## src/rtl/ro_meas_ctrl.sv

```systemverilog
// rtl/ro_meas_ctrl.sv - ring-oscillator measurement sequencer (settle, windowed edge count, publish)
module ro_meas_ctrl #(
    parameter int WIN_W       = 16,
    parameter int CNT_W       = 16,
    parameter int SETTLE_CYC  = 4,
    parameter int SYNC_STAGES = 2
) (
    input  logic             ro_clk,
    input  logic             ro_rst,
    input  logic             ro_start,
    input  logic             ro_abort,
    input  logic [WIN_W-1:0] ro_win_len,
    input  logic             ro_q_i,
    output logic             ro_en,
    output logic             ro_busy,
    output logic             ro_done,
    output logic [CNT_W-1:0] ro_count,
    output logic             ro_ovf
);

    localparam int SET_W = (SETTLE_CYC > 1) ? $clog2(SETTLE_CYC) : 1;
    localparam logic [SET_W-1:0] SET_LOAD = SET_W'(SETTLE_CYC - 1);

    typedef enum logic [1:0] {
        S_IDLE   = 2'd0,
        S_SETTLE = 2'd1,
        S_COUNT  = 2'd2,
        S_DONE   = 2'd3
    } state_t;

    state_t                 state_q, state_d;
    logic [SYNC_STAGES-1:0] sync_q;
    logic                   hist_q;
    logic [WIN_W-1:0]       win_q, win_d;
    logic [SET_W-1:0]       set_q, set_d;
    logic [CNT_W-1:0]       cnt_q, cnt_d;
    logic                   sat_q, sat_d;
    logic [CNT_W-1:0]       count_q, count_d;
    logic                   ovf_q, ovf_d;
    logic                   en_q, busy_q, done_q;
    logic                   rise;
    logic                   accept;

    assign rise   = sync_q[SYNC_STAGES-1] & ~hist_q;
    assign accept = (state_q == S_IDLE) && ro_start && !ro_abort;

    always_ff @(posedge ro_clk or posedge ro_rst) begin
        if (ro_rst) begin
            state_q <= S_IDLE;
            sync_q  <= '0;
            hist_q  <= 1'b0;
            win_q   <= '0;
            set_q   <= '0;
            cnt_q   <= '0;
            sat_q   <= 1'b0;
            count_q <= '0;
            ovf_q   <= 1'b0;
            en_q    <= 1'b0;
            busy_q  <= 1'b0;
            done_q  <= 1'b0;
        end else begin
            state_q <= state_d;
            sync_q  <= {sync_q[SYNC_STAGES-2:0], ro_q_i};
            hist_q  <= sync_q[SYNC_STAGES-1];
            win_q   <= win_d;
            set_q   <= set_d;
            cnt_q   <= cnt_d;
            sat_q   <= sat_d;
            count_q <= count_d;
            ovf_q   <= ovf_d;
            // Outputs are registered from the next state so they line up with it
            en_q    <= (state_d == S_SETTLE) || (state_d == S_COUNT);
            busy_q  <= (state_d != S_IDLE);
            done_q  <= (state_d == S_DONE);
        end
    end

    always_comb begin
        state_d = state_q;
        unique case (state_q)
            S_IDLE: begin
                if (accept) begin
                    state_d = (ro_win_len == '0) ? S_DONE : S_SETTLE;
                end
            end
            S_SETTLE: begin
                if (ro_abort)          state_d = S_IDLE;
                else if (set_q == '0)  state_d = S_COUNT;
            end
            S_COUNT: begin
                if (ro_abort)                    state_d = S_IDLE;
                else if (win_q == WIN_W'(1))     state_d = S_DONE;
            end
            S_DONE: begin
                state_d = S_IDLE;
            end
            default: state_d = S_IDLE;
        endcase
    end

    always_comb begin
        win_d   = win_q;
        set_d   = set_q;
        cnt_d   = cnt_q;
        sat_d   = sat_q;
        count_d = count_q;
        ovf_d   = ovf_q;
        unique case (state_q)
            S_IDLE: begin
                if (accept) begin
                    win_d = ro_win_len;
                    set_d = SET_LOAD;
                    cnt_d = '0;
                    sat_d = 1'b0;
                end
            end
            S_SETTLE: begin
                if (set_q != '0) set_d = set_q - 1'b1;
            end
            S_COUNT: begin
                win_d = win_q - 1'b1;
                if (rise) begin
                    if (&cnt_q) sat_d = 1'b1;
                    else        cnt_d = cnt_q + 1'b1;
                end
            end
            default: ;
        endcase
        // Publish includes the final window cycle's edge
        if (state_d == S_DONE) begin
            count_d = cnt_d;
            ovf_d   = sat_d;
        end
    end

    assign ro_en    = en_q;
    assign ro_busy  = busy_q;
    assign ro_done  = done_q;
    assign ro_count = count_q;
    assign ro_ovf   = ovf_q;

endmodule

```

## config.mk

```make
export PLATFORM = sky130hd
export DESIGN_NAME = ro_meas_ctrl
export DESIGN_NICKNAME = d
export VERILOG_FILES = /design/src/rtl/ro_meas_ctrl.sv
export SDC_FILE = /design/constraint.sdc
export NUM_CORES = 1
export LEC_CHECK = 0
export CORE_UTILIZATION = 47
export CTS_CLUSTER_DIAMETER = 40
export CTS_CLUSTER_SIZE = 30
export DETAILED_ROUTE_END_ITERATION = 10
export GPL_TIMING_DRIVEN = 0
export PLACE_DENSITY = 0.69
export SYNTH_ARGS = -nofsm -noshare
export SYNTH_HDL_FRONTEND = slang
export SYNTH_SLANG_ARGS = --single-unit
```

## constraint.sdc

```tcl
create_clock -name ro_clk -period 5.3 [get_ports ro_clk]
set_input_delay 1.325 -clock ro_clk [delete_from_list [all_inputs] [get_ports ro_clk]]
set_output_delay 1.325 -clock ro_clk [all_outputs]
set_load 0.01 [all_outputs]
```

==> results.txt, run 1 <==
----------------------------------------------------
[Floorplanning]
  Width of the die ... 84.7 um
  Initial standard-cell utilization of the core ... 0.498
  Overall die area ... 7170 um^2
  Floorplan Core Area ... 6460 um^2
  Count of pins on the block boundary ... 41
  Row count ... 29
  Vertical extent of the die ... 84.7 um

[Drt]
  Antenna violation net count after detailed routing ... 0
  Via count ... 2885
  DR DRC count ... 2
  Via-per-instance ratio ... 6.14
  Sum of routed wire length over all layers ... 8070 um
  Post-detailed-route wirelength per cell ... 17.2 um
  Initial DRC count ... 210
  Detailed Routing Iterations Pass 1 ... 8

[Yosys]
  Post-Synthesis Cell Area ... 3210 um^2
  Number of unique standard cell types used by synthesis ... 59
  Post-synth EDFFs ... 0
  Top flip-flop cell by instance count after synthesis ... sky130_fd_sc_hd__dfrtp_1
  Synthesis warning total ... 0
  FFs w/ async S/R, synth ... 1.00
  Synthesized area per cell ... 9.57 um^2
  Number of instances in the synthesized netlist ... 336
  Synthesized netlist net count ... 364
  Synthesized flop and latch total ... 60
  Post-synthesis sequential area ratio ... 0.467

[STA]
  Transition at the pin with the smallest max-transition slack ... 0.619 ns
  Final worst-path cycle share ... 0.828
  Fin. max-slew vios ... 0
  Final critical-path required period ... 4.39 ns
  Maximum clock skew at final layout ... 0.00642 ns
  Highest attainable clock frequency ... 228 MHz
  Number of failing setup endpoints in the final timing report ... 0
  Relative slew slack ... 0.587
  Worst-case hold slack ... 0.345 ns
  Setup repair after global routing missed its margin ... false
  Final Hold Vio Count ... 0
  Post-route setup TNS ... 0 ns

[Status]
  Violated checks ... DRC
  Result of the run ... finished, violations left

[Cells and area]
  Layout Cell Area excl Fill ... 3950 um^2
  Layout cell share with drive strength beyond 1 ... 0.109
  Multi-input logic area ... 1560 um^2
  Layout filler cell count ... 561
  Area growth, synth to finish ... 22.8%
  Storage cell area ... 1500 um^2
  Number of nets in the layout ... 416
  N_diodes ... 0

[Critical path]
  Worst path arrival time ... 4.62 ns
  Category of the worst setup path launch point ... input pin
  Setup crit end kind ... flop
  Cell type with the highest occurrence count on the critical path ... sky130_fd_sc_hd__clkbuf_1
  Endpoint required time on the critical path ... 5.52 ns
  Cell chain of the critical path ... clkdlybuf4s50_1 -> or4b_1 -> nor3_1 -> nand4_1 -> a221oi_1 -> ha_1 -> clkbuf_1 -> inv_1 -> clkbuf_1 -> o41ai_1
  Setup CP Type ... in2reg
  Cell at the slowest stage of the critical path ... sky130_fd_sc_hd__clkdlybuf4s50_1
  Number of buffer and inverter instances along the worst setup path ... 4
  Delay-heaviest family, CP ... buffers and inverters
  Maximum fanout along the worst path ... 10
  Slowest stage delay, CP ... 0.57 ns

[Run]
  Number of maximum-capacitance violations ... 0

[Clock network]
  Number of CTS-inserted buffers ... 9
  Clk Tree Root Cell ... sky130_fd_sc_hd__clkbuf_8
  Post-cts hold buffer count ... 0
  Clock latency on the worst-skew pair ... 0.33 ns
  CTS tree ... done
  Number of cells upsized or downsized after cts ... 0
  Postcts setup bufs ... 0
  Clock Tree Buf Depth ... 2
  Clock-pin slew on the worst setup and hold paths ... 0.07 ns
  CTS H-Tree Depth ... 3
  CTS Sinks ... 60

[Place]
  Final HPWL DP ... 5710 um
  Routability congestion estimate ... 0.876
  Quantity of I/O buffers inserted on ports ... 40
  Standard cell area after detailed placement ... 3730 um^2

[GRT]
  GRT Overall Usage ... 0.246
  Vias in the first global route ... 2725
  Maximum number of pins on one net before global-route repair ... 34
  Wire length of the first global-routing pass ... 13700 um
  Antenna violations before repair ... 0
  Overall overflow remaining after global route ... 0

[Pwr]
  Highest ir drop seen on vdd ... 0.000248 V
  PD cells ... 381 nW/um^2
  Leak ... 1.65 nW

[Hold path]
  Hold Crit Class ... reg2reg

----------------------------------------------------
-- per-layer routing --
layer / vias up / wire, um / GRT usage
li1: 1381 / - / -
met1: 1410 / 3930 / 0.351
met2: 80 / 3680 / 0.373
met3: 14 / 336 / 0.0570
met4: 0 / 120 / 0.0786
met5: - / 0 / 0
-- area by class of cell --
cell class	count	share of cell area
timing repair buffer	41	0.106
sequential	60	0.380
multi-input combinational	241	0.396
clock buffer	11	0.0358
tap	77	0.0244
clock inverter	5	0.0190
buffer	20	0.0238
inverter	15	0.0143
-- cells in the final DEF, fill, tap and decap left out, types with 3 or more instances in the layout --
cell type and n:
sky130_fd_sc_hd__a21oi_1 8, sky130_fd_sc_hd__o21ai_0 4, sky130_fd_sc_hd__clkinv_2 3, sky130_fd_sc_hd__inv_1 14
sky130_fd_sc_hd__clkdlybuf4s50_1 40, sky130_fd_sc_hd__and3_1 4, sky130_fd_sc_hd__a31oi_1 12, sky130_fd_sc_hd__nor2_1 31
sky130_fd_sc_hd__or3_1 6, sky130_fd_sc_hd__dfrtp_1 60, sky130_fd_sc_hd__nor4_1 14, sky130_fd_sc_hd__or2_2 3
sky130_fd_sc_hd__a311oi_1 3, sky130_fd_sc_hd__clkbuf_8 10, sky130_fd_sc_hd__a221oi_1 3, sky130_fd_sc_hd__nand2b_1 3
sky130_fd_sc_hd__buf_2 9, sky130_fd_sc_hd__or4_1 3, sky130_fd_sc_hd__nand2_1 33, sky130_fd_sc_hd__and4_1 3
sky130_fd_sc_hd__nand3_1 19, sky130_fd_sc_hd__nor3_1 15, sky130_fd_sc_hd__ha_1 7, sky130_fd_sc_hd__o211ai_1 12
sky130_fd_sc_hd__a221o_1 4, sky130_fd_sc_hd__nand4_1 7, sky130_fd_sc_hd__clkbuf_1 10, sky130_fd_sc_hd__a211oi_1 4
sky130_fd_sc_hd__mux2i_1 3
-- final timing paths --
check | start | to | slack, ns | depth (start not counted)
min in group asynchronous | ro_rst | win_q[14] | 1.39 | 2
min reg2reg | sync_q[0] | sync_q[1] | 0.34 | 0
min | sync_q[0] | sync_q[1] | 0.34 | 0
max in group asynchronous | ro_rst | sync_q[0] | 3.32 | 3
max | ro_start | ro_count[15] | 0.91 | 10
max reg2reg | win_q[6] | ro_count[15] | 2.00 | 9
-- stage by stage --
stage | total power, mW | setup WS (ns) | std cells | util
6_report | 1.50 | 0.909 | 470 | 0.611
5_1_grt | 1.59 | 0.700 | 470 | 0.611
3_5_place_dp | 1.05 | 0.575 | 454 | 0.578
3_3_place_gp | 1.04 | 0.660 | 453 | 0.575
4_1_cts | 1.52 | 0.932 | 470 | 0.611
2_1_floorplan | 0.874 | 1.69 | 336 | -
-- report_power, final --
group / internal, mW / switching, mW / total (mW)
combinational: 0.195 / 0.198 / 0.393
clock: 0.275 / 0.176 / 0.451
sequential: 0.564 / 0.0966 / 0.660
total: 1.03 / 0.471 / 1.50
-- cells by family after synthesis --
kind of cell    share of synthesized area
mux                                0.0128
flops                               0.467
compound gates                      0.168
buf+inv                            0.0467
fa+ha+maj                          0.0272
simple gates                        0.278
-- synth_stat cells (6+ instances only) --
cell	count	area, um^2
sky130_fd_sc_hd__or3_1	6	37.5
sky130_fd_sc_hd__nor4_1	14	87.6
sky130_fd_sc_hd__nor2_1	31	116
sky130_fd_sc_hd__buf_2	9	45.0
sky130_fd_sc_hd__nand4_1	7	43.8
sky130_fd_sc_hd__nand3_1	19	95.1
sky130_fd_sc_hd__nand2_1	33	124
sky130_fd_sc_hd__a31oi_1	12	75.1
sky130_fd_sc_hd__nor3_1	15	75.1
sky130_fd_sc_hd__ha_1	7	87.6
sky130_fd_sc_hd__inv_1	15	56.3
sky130_fd_sc_hd__clkbuf_1	9	33.8
sky130_fd_sc_hd__o211ai_1	12	90.1
sky130_fd_sc_hd__dfrtp_1	60	1500
sky130_fd_sc_hd__a21oi_1	8	40.0
-- sequential cells by signal, indices dropped and copies added (netlist names), 2 cells and up --
register,cells
cnt_q,16
ro_count,16
win_q,16
set_q,2
state_q,2
sync_q,2
No activity file was read; power rests on OpenSTA's default activity.
==> run 2, diff against run 1 <==
--- a/config.mk
+++ b/config.mk
@@ -10,7 +10,7 @@
 export CTS_CLUSTER_SIZE = 30
 export DETAILED_ROUTE_END_ITERATION = 10
 export GPL_TIMING_DRIVEN = 0
-export PLACE_DENSITY = 0.69
+export PLACE_DENSITY = 0.72
 export SYNTH_ARGS = -nofsm -noshare
 export SYNTH_HDL_FRONTEND = slang
 export SYNTH_SLANG_ARGS = --single-unit
==> constraint.sdc (replaced) <==
create_clock -name ro_clk -period 3.9 [get_ports ro_clk]
set_input_delay 0.975 -clock ro_clk [delete_from_list [all_inputs] [get_ports ro_clk]]
set_output_delay 0.975 -clock ro_clk [all_outputs]
set_load 0.01 [all_outputs]
==> results.txt, run 2 (synthesis gave the netlist of run 1 again) <==
----------------------------------------------------
[STA]
  Maximum clock skew at final layout ... 0.00684 ns (+0.000421 ns)
  Fin. max-slew vios ... 0 (unchanged)
  Transition at the pin with the smallest max-transition slack ... 0.604 ns (-0.0155 ns)
  Setup repair after global routing missed its margin ... false
  Final critical-path required period ... 3.75 ns
  Worst-case hold slack ... 0.355 ns (+0.0100 ns)
  Relative slew slack ... 0.598 (+0.0109)
  Highest attainable clock frequency ... 267 MHz
  Final Hold Vio Count ... 0 (unchanged)
  Final worst-path cycle share ... 0.962
  Post-route setup TNS ... 0 ns (unchanged)
  Number of failing setup endpoints in the final timing report ... 0 (unchanged)

[Place]
  Routability congestion estimate ... 0.850 (-3.0%)
  Quantity of I/O buffers inserted on ports ... 40 (unchanged)
  Placed cells ... 454 (unchanged)
  Final HPWL DP ... 5540 um (-2.9%)

[Drt]
  Initial DRC count ... 230 (+9.5%)
  Via count ... 2852 (-1.1%)
  Via-per-instance ratio ... 6.09 (-0.72%)
  Detailed Routing Iterations Pass 1 ... 7 (-1)
  Antenna violation net count after detailed routing ... 0 (unchanged)
  DR DRC count ... 0 (-2)
  Post-detailed-route wirelength per cell ... 16.6 um (-3.1%)
  Sum of routed wire length over all layers ... 7790 um (-3.5%)

[Hold path]
  Beginning of the worst hold path ... sync_q[0]
  Hold Crit Class ... reg2reg
  Worst Hold Endpoint ... sync_q[1]
  Number of cells on the worst hold path ... 0 (unchanged)

[Cells and area]
  Layout cell share with drive strength beyond 1 ... 0.115 (+0.00567)
  Most frequent cells in the layout ... sky130_fd_sc_hd__dfrtp_1 (60), sky130_fd_sc_hd__clkdlybuf4s50_1 (40), sky130_fd_sc_hd__nand2_1 (33)
  Number of nets in the layout ... 415 (-0.24%)
  Area growth, synth to finish ... 22.1%
  Layout filler cell count ... 557 (-0.71%)
  N_diodes ... 0 (unchanged)
  Most common cell after layout, fill and taps aside ... sky130_fd_sc_hd__dfrtp_1
  Number of standard cells in the final layout excluding fillers ... 468 (-0.43%)

[Floorplanning]
  Overall die area ... 7170 um^2 (unchanged)
  Row count ... 29 (unchanged)
  Vertical extent of the die ... 84.7 um (unchanged)
  Floorplan Core Area ... 6460 um^2 (unchanged)
  Initial standard-cell utilization of the core ... 0.498 (unchanged)
  Width of the die ... 84.7 um (unchanged)
  Count of pins on the block boundary ... 41 (unchanged)

[Clock network]
  CTS tree ... done
  Clock latency on the worst-skew pair ... 0.34 ns (about the same)
  Clock-pin slew on the worst setup and hold paths ... 0.06 ns (about the same)
  Number of CTS-inserted buffers ... 9 (unchanged)
  Postcts setup bufs ... 0 (unchanged)
  CTS Sinks ... 60 (unchanged)
  Clk Tree Root Cell ... sky130_fd_sc_hd__clkbuf_8
  CTS H-Tree Depth ... 3 (unchanged)
  Clock Tree Buf Depth ... 2 (unchanged)

[Pwr]
  Total Power Consumption ... 1.97 mW (+31%)
  Leak ... 1.63 nW (-1.1%)
  Highest ir drop seen on vdd ... 0.000280 V (+13%)
  PD cells ... 502 nW/um^2 (+32%)

[Critical path]
  Category of the worst setup path launch point ... input pin
  Endpoint required time on the critical path ... 4.10 ns (-1.42 ns)
  Setup crit end kind ... flop
  Internal reg-to-reg setup slack ... 0.81 ns (-1.19 ns)
  Worst reg2reg path startpoint ... win_q[6]
  Worst path arrival time ... 3.96 ns (-0.66 ns)
  Maximum fanout along the worst path ... 10 (unchanged)
  Cell at the slowest stage of the critical path ... sky130_fd_sc_hd__clkdlybuf4s50_1
  Cell chain of the critical path ... clkdlybuf4s50_1 -> or4b_1 -> nor3_1 -> nand4_1 -> a221oi_2 -> ha_2 -> inv_1 -> clkbuf_1 -> o41ai_1
  Slowest stage delay, CP ... 0.54 ns (-0.03 ns)
  Depth of the worst register-to-register path ... 8 (-1)
  FF-to-FF End ... ro_count[15]
  Setup CP Type ... in2reg

[GRT]
  Overall overflow remaining after global route ... 0 (unchanged)
  GRT Overall Usage ... 0.239 (-0.00720)
  Maximum number of pins on one net before global-route repair ... 40 (+18%)
  Antenna violations before repair ... 0 (unchanged)
  Vias in the first global route ... 2683 (-1.5%)
  Wire length of the first global-routing pass ... 13300 um (-3.0%)

[Status]
  Result of the run ... finished clean

[Run]
  Number of maximum-capacitance violations ... 0 (unchanged)

----------------------------------------------------
==> run 2: area by class of cell <==
type                            instances  area, um^2  share of cell area
Clock inverter                          5        52.6              0.0134
Timing Repair Buffer                   41         420               0.107
Inverter                               15        56.3              0.0143
Tap cell                               77        96.3              0.0245
Multi-Input combinational cell        241        1570               0.400
Buffer                                 19        90.1              0.0229
Sequential cell                        60        1500               0.382
Clock buffer                           10         138              0.0351
==> run 2: worst max-delay path by stage <==
| stage | slack, ns | end | start | cells after the start |
|---|---|---|---|---|
| after floorplan | 0.64 | ro_count[15] | ro_win_len[14] | 9 |
| after global placement | -0.40 | ro_count[15] | ro_start | 10 |
| after detailed placement | -0.46 | ro_count[15] | ro_start | 10 |
| after CTS | 0.03 | ro_count[15] | ro_start | 9 |
| after global routing | 0.01 | ro_count[15] | ro_start | 9 |
| final | 0.15 | ro_count[15] | ro_start | 9 |
==> run 2: layer usage <==
| metal | routed length (um) | vias up | track usage | part of all wire |
|---|---|---|---|---|
| met4 | 116 | 0 | 0.100 | 0.015 |
| met2 | 3580 | 72 | 0.352 | 0.46 |
| li1 | - | 1374 | - | - |
| met1 | 3750 | 1396 | 0.351 | 0.48 |
| met3 | 336 | 10 | 0.0393 | 0.043 |
| met5 | 0 | - | 0 | 0 |
==> run 2: critical path, delay by kind of cell <==
kind | cells | cell delay, ns
buffers and inverters | 3 | 0.91
AOI/OAI and AO/OA | 2 | 0.88
and+or+nand+nor | 3 | 0.85
adders and majority gates | 1 | 0.33
==> run 2: repair_timing <==
| action | CTS | global route |
|---|---|---|
| pin swaps | 0 | 1 |
| hold buffers | 0 | 0 |
| gates resized for setup | 0 | 2 |
| setup endpoints to repair | 3 | 14 |
==> run 2: stage by stage <==
step	utilization	setup slack (ns)	instance area [um^2]
detailed placement	0.578	-0.458	3730
finish	0.608	0.149	3930
CTS	0.607	0.0343	3920
global route	0.608	0.0129	3930
global placement	0.575	-0.397	3710
floorplan	-	0.643	3210
==> run 2: power by group <==
group	total (mW)	leakage [nW]	internal (mW)	switching, mW
Combinational	0.530	0.769	0.265	0.265
Clock	0.546	0.0979	0.305	0.241
Sequential	0.896	0.761	0.766	0.130
